File: config.mk
export PLATFORM = sky130hd
export DESIGN_NAME = regfile_access_ctrl
export DESIGN_NICKNAME = d
export VERILOG_FILES = /design/src/rtl/regfile_access_ctrl_pkg.sv /design/src/rtl/regfile_op_capture.sv /design/src/rtl/regfile_access_ctrl.sv
export SDC_FILE = /design/constraint.sdc
export NUM_CORES = 1
export LEC_CHECK = 0
export ABC_AREA = 0
export CAP_MARGIN = 20
export CORE_AREA = 2 2 105 107
export CTS_BUF_LIST = sky130_fd_sc_hd__clkbuf_2 sky130_fd_sc_hd__clkbuf_4 sky130_fd_sc_hd__clkbuf_8
export DETAILED_ROUTE_END_ITERATION = 7
export DIE_AREA = 0 0 107 109
export PLACE_DENSITY_LB_ADDON = 0.2
export SLEW_MARGIN = 10
export SYNTH_ARGS = -nofsm -noshare
export SYNTH_HDL_FRONTEND = slang
export SYNTH_SLANG_ARGS = --single-unit
File: constraint.sdc
create_clock -name clk -period 4.53 [get_ports clk]
set_input_delay 0.453 -clock clk [delete_from_list [all_inputs] [get_ports clk]]
set_output_delay 0.453 -clock clk [all_outputs]
set_load 0.02 [all_outputs]
File: src/rtl/regfile_access_ctrl_pkg.sv
// Shared widths and FSM encoding for the register-file access controller.
// Also holds the index helper used by its sub-blocks.
package regfile_access_ctrl_pkg;

  localparam int RF_XLEN  = 32;
  localparam int IDX_W    = 5;
  localparam int STARVE_W = 4;

  typedef logic [IDX_W-1:0] idx_t;

  localparam logic [1:0] ST_IDLE  = 2'd0;
  localparam logic [1:0] ST_ISSUE = 2'd1;
  localparam logic [1:0] ST_LAT   = 2'd2;
  localparam logic [1:0] ST_OUT   = 2'd3;

  // x0 is hardwired to zero, so a write to it never needs a port-A slot.
  function automatic logic idx_is_zero(input idx_t idx);
    return (idx == '0);
  endfunction

endpackage

File: src/rtl/regfile_op_capture.sv
// Operand capture register: loads both read operands on capture_i.
// Holds them, with valid, until the consumer accepts them.
module regfile_op_capture
  import regfile_access_ctrl_pkg::*;
#(
  parameter int XLEN = RF_XLEN
) (
  input  logic            clk,
  input  logic            rst,
  input  logic            capture_i,
  input  logic [XLEN-1:0] rs1_i,
  input  logic [XLEN-1:0] rs2_i,
  input  logic            op_ready_i,
  output logic            op_valid_o,
  output logic [XLEN-1:0] op_rs1_o,
  output logic [XLEN-1:0] op_rs2_o
);

  logic            valid_q, valid_d;
  logic [XLEN-1:0] rs1_q, rs1_d;
  logic [XLEN-1:0] rs2_q, rs2_d;

  always_comb begin
    valid_d = valid_q;
    rs1_d   = rs1_q;
    rs2_d   = rs2_q;
    if (capture_i) begin
      valid_d = 1'b1;
      rs1_d   = rs1_i;
      rs2_d   = rs2_i;
    end else if (op_ready_i) begin
      valid_d = 1'b0;
    end
  end

  always_ff @(posedge clk or negedge rst) begin
    if (!rst) begin
      valid_q <= 1'b0;
      rs1_q   <= '0;
      rs2_q   <= '0;
    end else begin
      valid_q <= valid_d;
      rs1_q   <= rs1_d;
      rs2_q   <= rs2_d;
    end
  end

  assign op_valid_o = valid_q;
  assign op_rs1_o   = rs1_q;
  assign op_rs2_o   = rs2_q;

endmodule

File: src/rtl/regfile_access_ctrl.sv
// Register-file initiator: arbitrates writeback against operand reads on shared port A,
// sequences the 1-cycle read latency and hands operands to execute via valid/ready.
module regfile_access_ctrl
  import regfile_access_ctrl_pkg::*;
#(
  parameter int XLEN       = RF_XLEN,
  parameter int STARVE_MAX = 4
) (
  input  logic             clk,
  input  logic             rst,
  input  logic             wb_valid,
  output logic             wb_ready,
  input  logic [IDX_W-1:0] wb_rdi,
  input  logic [XLEN-1:0]  wb_data,
  input  logic             rd_req_valid,
  output logic             rd_req_ready,
  input  logic [IDX_W-1:0] rd_req_rs1i,
  input  logic [IDX_W-1:0] rd_req_rs2i,
  output logic             op_valid,
  input  logic             op_ready,
  output logic [XLEN-1:0]  op_rs1,
  output logic [XLEN-1:0]  op_rs2,
  output logic [XLEN-1:0]  rf_rd,
  output logic [IDX_W-1:0] rf_rdi,
  output logic             rf_rdw_rsrn,
  output logic [IDX_W-1:0] rf_rs1i,
  output logic [IDX_W-1:0] rf_rs2i,
  input  logic [XLEN-1:0]  rf_rs1,
  input  logic [XLEN-1:0]  rf_rs2
);

  logic [1:0]          state_q, state_d;
  logic [STARVE_W-1:0] starve_q, starve_d;
  logic                rdw_q, rdw_d;
  logic [IDX_W-1:0]    rdi_q, rdi_d;
  logic [XLEN-1:0]     rd_q, rd_d;
  logic [IDX_W-1:0]    rs1i_q, rs1i_d;
  logic [IDX_W-1:0]    rs2i_q, rs2i_d;

  logic arb_slot;
  logic read_can;
  logic starve_force;
  logic wb_hs;
  logic rd_hs;
  logic wr_slot;
  logic capture;

  function automatic logic [STARVE_W-1:0] starve_inc(input logic [STARVE_W-1:0] v);
    return (v == {STARVE_W{1'b1}}) ? v : v + STARVE_W'(1);
  endfunction

  // Port A is free for a new slot only once the previous read has been captured.
  assign arb_slot     = (state_q == ST_IDLE) || (state_q == ST_OUT);
  assign read_can     = (state_q == ST_IDLE) || ((state_q == ST_OUT) && op_ready);
  assign starve_force = (starve_q >= STARVE_W'(STARVE_MAX));

  assign wb_ready     = arb_slot && !(starve_force && rd_req_valid && read_can);
  assign rd_req_ready = read_can && (!wb_valid || starve_force);

  assign wb_hs   = wb_valid && wb_ready;
  assign rd_hs   = rd_req_valid && rd_req_ready;
  assign wr_slot = wb_hs && !idx_is_zero(wb_rdi);
  assign capture = (state_q == ST_LAT);

  always_comb begin
    state_d = state_q;
    unique case (state_q)
      ST_IDLE:  if (rd_hs) state_d = ST_ISSUE;
      ST_ISSUE: state_d = ST_LAT;
      ST_LAT:   state_d = ST_OUT;
      ST_OUT:   if (op_ready) state_d = rd_hs ? ST_ISSUE : ST_IDLE;
      default:  state_d = ST_IDLE;
    endcase
  end

  always_comb begin
    starve_d = starve_q;
    if (rd_hs) begin
      starve_d = '0;
    end else if (rd_req_valid && read_can && wb_valid) begin
      starve_d = starve_inc(starve_q);
    end
  end

  // Write slot and read indexes are launched one cycle after their handshake.
  always_comb begin
    rdw_d  = wr_slot;
    rdi_d  = rdi_q;
    rd_d   = rd_q;
    rs1i_d = rs1i_q;
    rs2i_d = rs2i_q;
    if (wr_slot) begin
      rdi_d = wb_rdi;
      rd_d  = wb_data;
    end
    if (rd_hs) begin
      rs1i_d = rd_req_rs1i;
      rs2i_d = rd_req_rs2i;
    end
  end

  always_ff @(posedge clk or negedge rst) begin
    if (!rst) begin
      state_q  <= ST_IDLE;
      starve_q <= '0;
      rdw_q    <= 1'b0;
      rdi_q    <= '0;
      rd_q     <= '0;
      rs1i_q   <= '0;
      rs2i_q   <= '0;
    end else begin
      state_q  <= state_d;
      starve_q <= starve_d;
      rdw_q    <= rdw_d;
      rdi_q    <= rdi_d;
      rd_q     <= rd_d;
      rs1i_q   <= rs1i_d;
      rs2i_q   <= rs2i_d;
    end
  end

  assign rf_rdw_rsrn = rdw_q;
  assign rf_rdi      = rdi_q;
  assign rf_rd       = rd_q;
  assign rf_rs1i     = rs1i_q;
  assign rf_rs2i     = rs2i_q;

  regfile_op_capture #(
    .XLEN(XLEN)
  ) u_op_capture (
    .clk        (clk),
    .rst        (rst),
    .capture_i  (capture),
    .rs1_i      (rf_rs1),
    .rs2_i      (rf_rs2),
    .op_ready_i (op_ready),
    .op_valid_o (op_valid),
    .op_rs1_o   (op_rs1),
    .op_rs2_o   (op_rs2)
  );

endmodule

After elaboration in Yosys (flattened, before gate mapping):

Index checks and enable logic that the tools add are counted.

* bits in registers: 119
* input port bits: 116
* output and inout bits: 115
* logic and storage cells: 50

* add/subtract/negate cells: 1
* order comparisons: 1
* equality and inequality tests: 7
* multiplexer cells: 9
* reductions and logical operators: 22

Operator list (number)
* 2-to-1 mux 4 bit: 3
* logical AND 1 bit: 10
* one-hot mux 2 bit (4 select lines): 1
* inequality test 2 bit, second input constant: 3
* zero test 5 bit: 1
* adder 4 x 1 -> 4 bit, second input constant: 1
* == test 2 bit, second input constant: 2
* == test 4 bit, second input constant: 1
* >= comparator 4 x 3 -> 1 bit, second input constant: 1
* 2-to-1 mux 2 bit: 2
* AND reduction 2 bit: 2
* nonzero test 2 bit: 2
* zero test 1 bit: 3
* logical OR 1 bit: 3
* 2-to-1 mux 1 bit: 3
* == test 2 x 1 -> 1 bit, second input constant: 1
* zero test 2 bit: 1

Logic depth before layout (Yosys ltp):

* depth in word-level cells: 8
* mapped depth: 8

Hierarchy:

Synthesis repeated with hierarchy kept, for this count alone.

* cells, all modules: 282
* area, all modules: 4858.4 um^2

By module, submodules not included
* regfile_op_capture: instances 1, cells an instance 138, area each 2615.0 um^2
* regfile_access_ctrl: instances 1, cells an instance 144, area each 2243.4 um^2

Worst setup path after synthesis:

No wires, ideal clock.

* kind: flip-flop to flip-flop
* start point: register state_q[0]
* end point: register rd_q[10] (netlist: rf_rd[10])
* library setup time: 0.125 ns
* arrival: 1.894 ns
* data required time: 4.405 ns
* slack: 2.510 ns
* cell stages (with the launch flop): 9
* buffers on the path: 2
* period minus slack after synthesis: 2.020 ns
* path through: dfrtp_1 > inv_1 > ha_1 > a21oi_1 > o21ba_2 > o211a_1 > buf_6 > buf_6 > mux2_4

* word-level cells in the longest chain between the ends: 8

Ends and longest elaborated chain
* from (decl): RTL line regfile_access_ctrl.sv:32 `logic [1:0] state_q, state_d;`
* from (signal assigned): RTL line regfile_access_ctrl.sv:112 `state_q <= state_d;`
* == test 2 bit: RTL line regfile_access_ctrl.sv:53, regfile_access_ctrl.sv:54
* logical AND 1 bit: RTL line regfile_access_ctrl.sv:54 `assign read_can = (state_q == ST_IDLE) || ((state_q == ST_OUT) && op_ready);`
* logical OR 1 bit: RTL line regfile_access_ctrl.sv:54
* logical AND 1 bit: RTL line regfile_access_ctrl.sv:57 `assign wb_ready = arb_slot && !(starve_force && rd_req_valid && read_can);`
* zero test 1 bit: RTL line regfile_access_ctrl.sv:57
* logical AND 1 bit *: RTL line regfile_access_ctrl.sv:57
* named net wb_ready: RTL line regfile_access_ctrl.sv:12 `output logic wb_ready,`
* logical AND 1 bit *: RTL line regfile_access_ctrl.sv:60 `assign wb_hs = wb_valid && wb_ready;`
* logical AND 1 bit *: RTL line regfile_access_ctrl.sv:62 `assign wr_slot = wb_hs && !idx_is_zero(wb_rdi);`
* to (signal assigned): RTL line regfile_access_ctrl.sv:116 `rd_q <= rd_d;`
* to (decl): RTL line regfile_access_ctrl.sv:36 `logic [XLEN-1:0] rd_q, rd_d;`

The timed path passes the listed nets; every way through them passes the cells marked *.
A chain may end at the register's enable or synchronous reset.

Worst setup path after layout:

* start point: register state_q[1]
* end point: output port wb_ready

* word-level cells in the longest chain between the ends: 6

Ends and longest elaborated chain (RTL line)
* == test 2 bit: regfile_access_ctrl.sv:53, regfile_access_ctrl.sv:54
* logical AND 1 bit: regfile_access_ctrl.sv:54
* logical OR 1 bit: regfile_access_ctrl.sv:54
* logical AND 1 bit: regfile_access_ctrl.sv:57
* zero test 1 bit: regfile_access_ctrl.sv:57
* logical AND 1 bit *: regfile_access_ctrl.sv:57
* to (decl): regfile_access_ctrl.sv:12

Mark *: on every way between the ends. The rest lies on a longest branch, timed or not.

==> results.md <==
- DP Wirelength: between 8 and 9 mm
- Core Region: 10600 um^2
- Initial core utilization: 0.4345
- DR vias/cell: between 4 and 5
- Port buffer count: 230
- Cts hold-fix bufs: 0
- Post-synth EDFFs: 0
- Worst EP arrival: between 2000 and 2500 ps
- Die width: between 100 and 150 um
- Root Driver: clkbuf_8
- Ant. Diodes: 0
- Post-synth cell types: 22
- Crit Path Class: flip-flop to output pin
- Run status: complete, no violations
- Nature of the critical path endpoint: output pin
- Share of post-route cells with drive strength above 1: 0.2814
- Final worst-path cycle share: 0.5995
- Filler cells: approximately 730
- Clk Latency, worst-skew pair: 420 ps
- Min Tclk post-route: about 2700 ps
- DR pass1 iterations: 4
- Max frequency: about 370 MHz
- Design area: ~7500 um^2
- CP Max Fanout: 4
- Die Height: 109 um
- Avg Synthesized Cell Area: approximately 17 um^2
- Sink Count: about 120
- Clock Skew: 10.67 ps
- Commonest cells in the netlist: 119 x dfrtp_1, 90 x mux2_2, 20 x mux2_4
- DRT iter0 DRCs: ~120
- Final Max Tran Viols: 0
- Post-Syn Area: between 4000 and 5000 um^2
- Total track usage: 0.1992
- Leakage: between 0.003 and 0.004 uW
- Yosys reg bits: 119
- Main area contributors after synthesis: dfrtp_1 65%, mux2_2 22%, mux2_4 6.5%, ha_1 1.4%, buf_6 0.73%
- Area overhead of the layout relative to synthesis: 62.76%
- DRT Wirelength: about 11 mm
- Post-synth ARST share: 1.000
- Final Hold Fails: 0
- Number of global-route vias before repair: ~3500
- Post-synth top area share: 0.6464
- Buffer levels on the longest clock path: 2
- Routed Antenna Nets: 0
- Syn_nets: around 400
- Most frequent cell after synthesis: dfrtp_1
- Vias: 3227
- DRC viols: 0
- Die area: between 10000 and 15000 um^2
- CP required: 4080 ps
- First-pass GRT wire length: 17.56 mm
- Fin Hold WS: 476.7 ps
- IO Pins: between 200 and 250
- Congestion Overflow GR: 0
- Htree depth: 4
- Setup Fix Bufs, Post-CTS: 0
- Worst-path clk slew: around 70 ps
- Ys Warns: 0
- Rows: 38
- Maximum VDD drop: roughly 0.4 mV
- CP max stage delay: 630 ps
- Setup TNS: 0 ps
- Post-synthesis sequential area ratio: 0.6464
- Largest net degree at the start of global routing: 84
- Pwr dens: just under 800 nW/um^2
- Critical-path cell list: inv_1 > ha_1 > a21oi_1 > o21ba_2 > clkdlybuf4s50_1
- Num CTS Buffers: 17
- Least-Margin Pin Slew: 895.8 ps
- CTS tree: done
- Wire per inst: 16.69 um
- CP startpoint kind: flip-flop
- Syn Inst Count: about 280
- RSZ-0062 raised after global routing: false
- Max Cap Viol: 0
- Setup violators final: 0
- Most used DFF post-synth: dfrtp_1
- Post-DP Area: around 7100 um^2
- Slowest stage cell, crit path: clkdlybuf4s50_1
- Initial antenna violation count: 0
- Nets: between 600 and 700
- Worst hold path class: flip-flop to flip-flop
- Gpl congestion: just under 0.8
- Count of cells resized by post-cts repair: 0
- Slew margin rel.: 0.4028
- Area leader, netlist: dfrtp_1
-- registers in the layout, summed over array words and instances, names as in the netlist --
name	flops
rf_rs2i	5
rf_rs1i	5
u_op_capture.op_valid_o	1
rf_rd	32
rf_rdi	5
state_q	2
u_op_capture.op_rs2_o	32
u_op_capture.op_rs1_o	32
starve_q	4
rf_rdw_rsrn	1
-- cell families (layout without fill, tap and decap cells) --
kind of cell	after synthesis	after routing	synth area share
buffers and inverters	17	272	0.01928
AOI/OAI and AO/OA	12	12	0.01738
DFF	119	119	0.6464
and+or+nand+nor	14	14	0.01602
muxes	111	111	0.2873
adders and majority gates	5	5	0.01358
-- area by class of cell --
| class | instances | area, um^2 | share of cell area |
|---|---|---|---|
| sequential | 119 | 2978 | 0.3971 |
| inverter | 5 | 18.77 | 0.002503 |
| clock buffer | 21 | 276.5 | 0.03688 |
| timing repair buffer | 236 | 2380 | 0.3174 |
| tap | 140 | 175.2 | 0.02336 |
| clock inverter | 10 | 127.6 | 0.01702 |
| multi-input combinational | 142 | 1543 | 0.2057 |
-- power breakdown --
group	total (uW)	switching, uW	leakage, uW	internal [uW]
Sequential	1890	278	0.00140	1610
Combinational	3080	1380	0.00154	1700
Clock	977	400	0.000212	577
Total	5950	2060	0.00315	3890
-- cells in the final DEF, fill, tap and decap left out, drive strengths merged --
master	count
a21o	1
a21oi	2
a221oi	1
a32oi	1
buf	6
bufinv	3
clkbuf	21
clkdlybuf4s50	229
clkinv	6
clkinvlp	1
dfrtp	119
dlygate4sd3	1
ha	5
inv	5
mux2	110
mux2i	1
nand2	3
nand3	2
nor2	3
nor2b	3
nor3b	2
o211a	1
o21ai	5
o21ba	1
or4	1
-- metal layers --
layer  routed length (um)  track usage
met4                  151      0.07607
met5                    0            0
met2                 5403       0.3248
met1                 4562       0.2355
met3                 1114      0.08488
-- final timing paths --
kind                                    startpoint                   endpoint  slack, ps  depth (start not counted)
max                                     state_q[1]                   wb_ready       1810                          5
min                        u_op_capture.op_valid_o    u_op_capture.op_valid_o        480                          1
max reg2reg                             state_q[1]                   rf_rd[4]       2130                          7
min reg2reg                u_op_capture.op_valid_o    u_op_capture.op_valid_o        480                          1
max in group asynchronous                      rst                   rf_rd[0]       2890                          4
min in group asynchronous                      rst  u_op_capture.op_rs1_o[12]        490                          2
-- critical path: cells and delay by family, from the launching register on --
| family | cells | cell delay, ps |
|---|---|---|
| buf+inv | 2 | 720 |
| fa+ha+maj | 1 | 210 |
| flops | 1 | 400 |
| compound gates | 2 | 510 |
-- through the flow --
step	power (uW)	util	setup WS, ps	instances
floorplan	3594	-	2510	278
global placement	4914	0.6637	1667	639
detailed placement	5017	0.6656	1905	640
CTS	6017	0.7037	1768	671
global route	6269	0.7072	1679	673
finish	5948	0.7072	1814	673
Note: power is estimated with default switching activity, not from simulation.
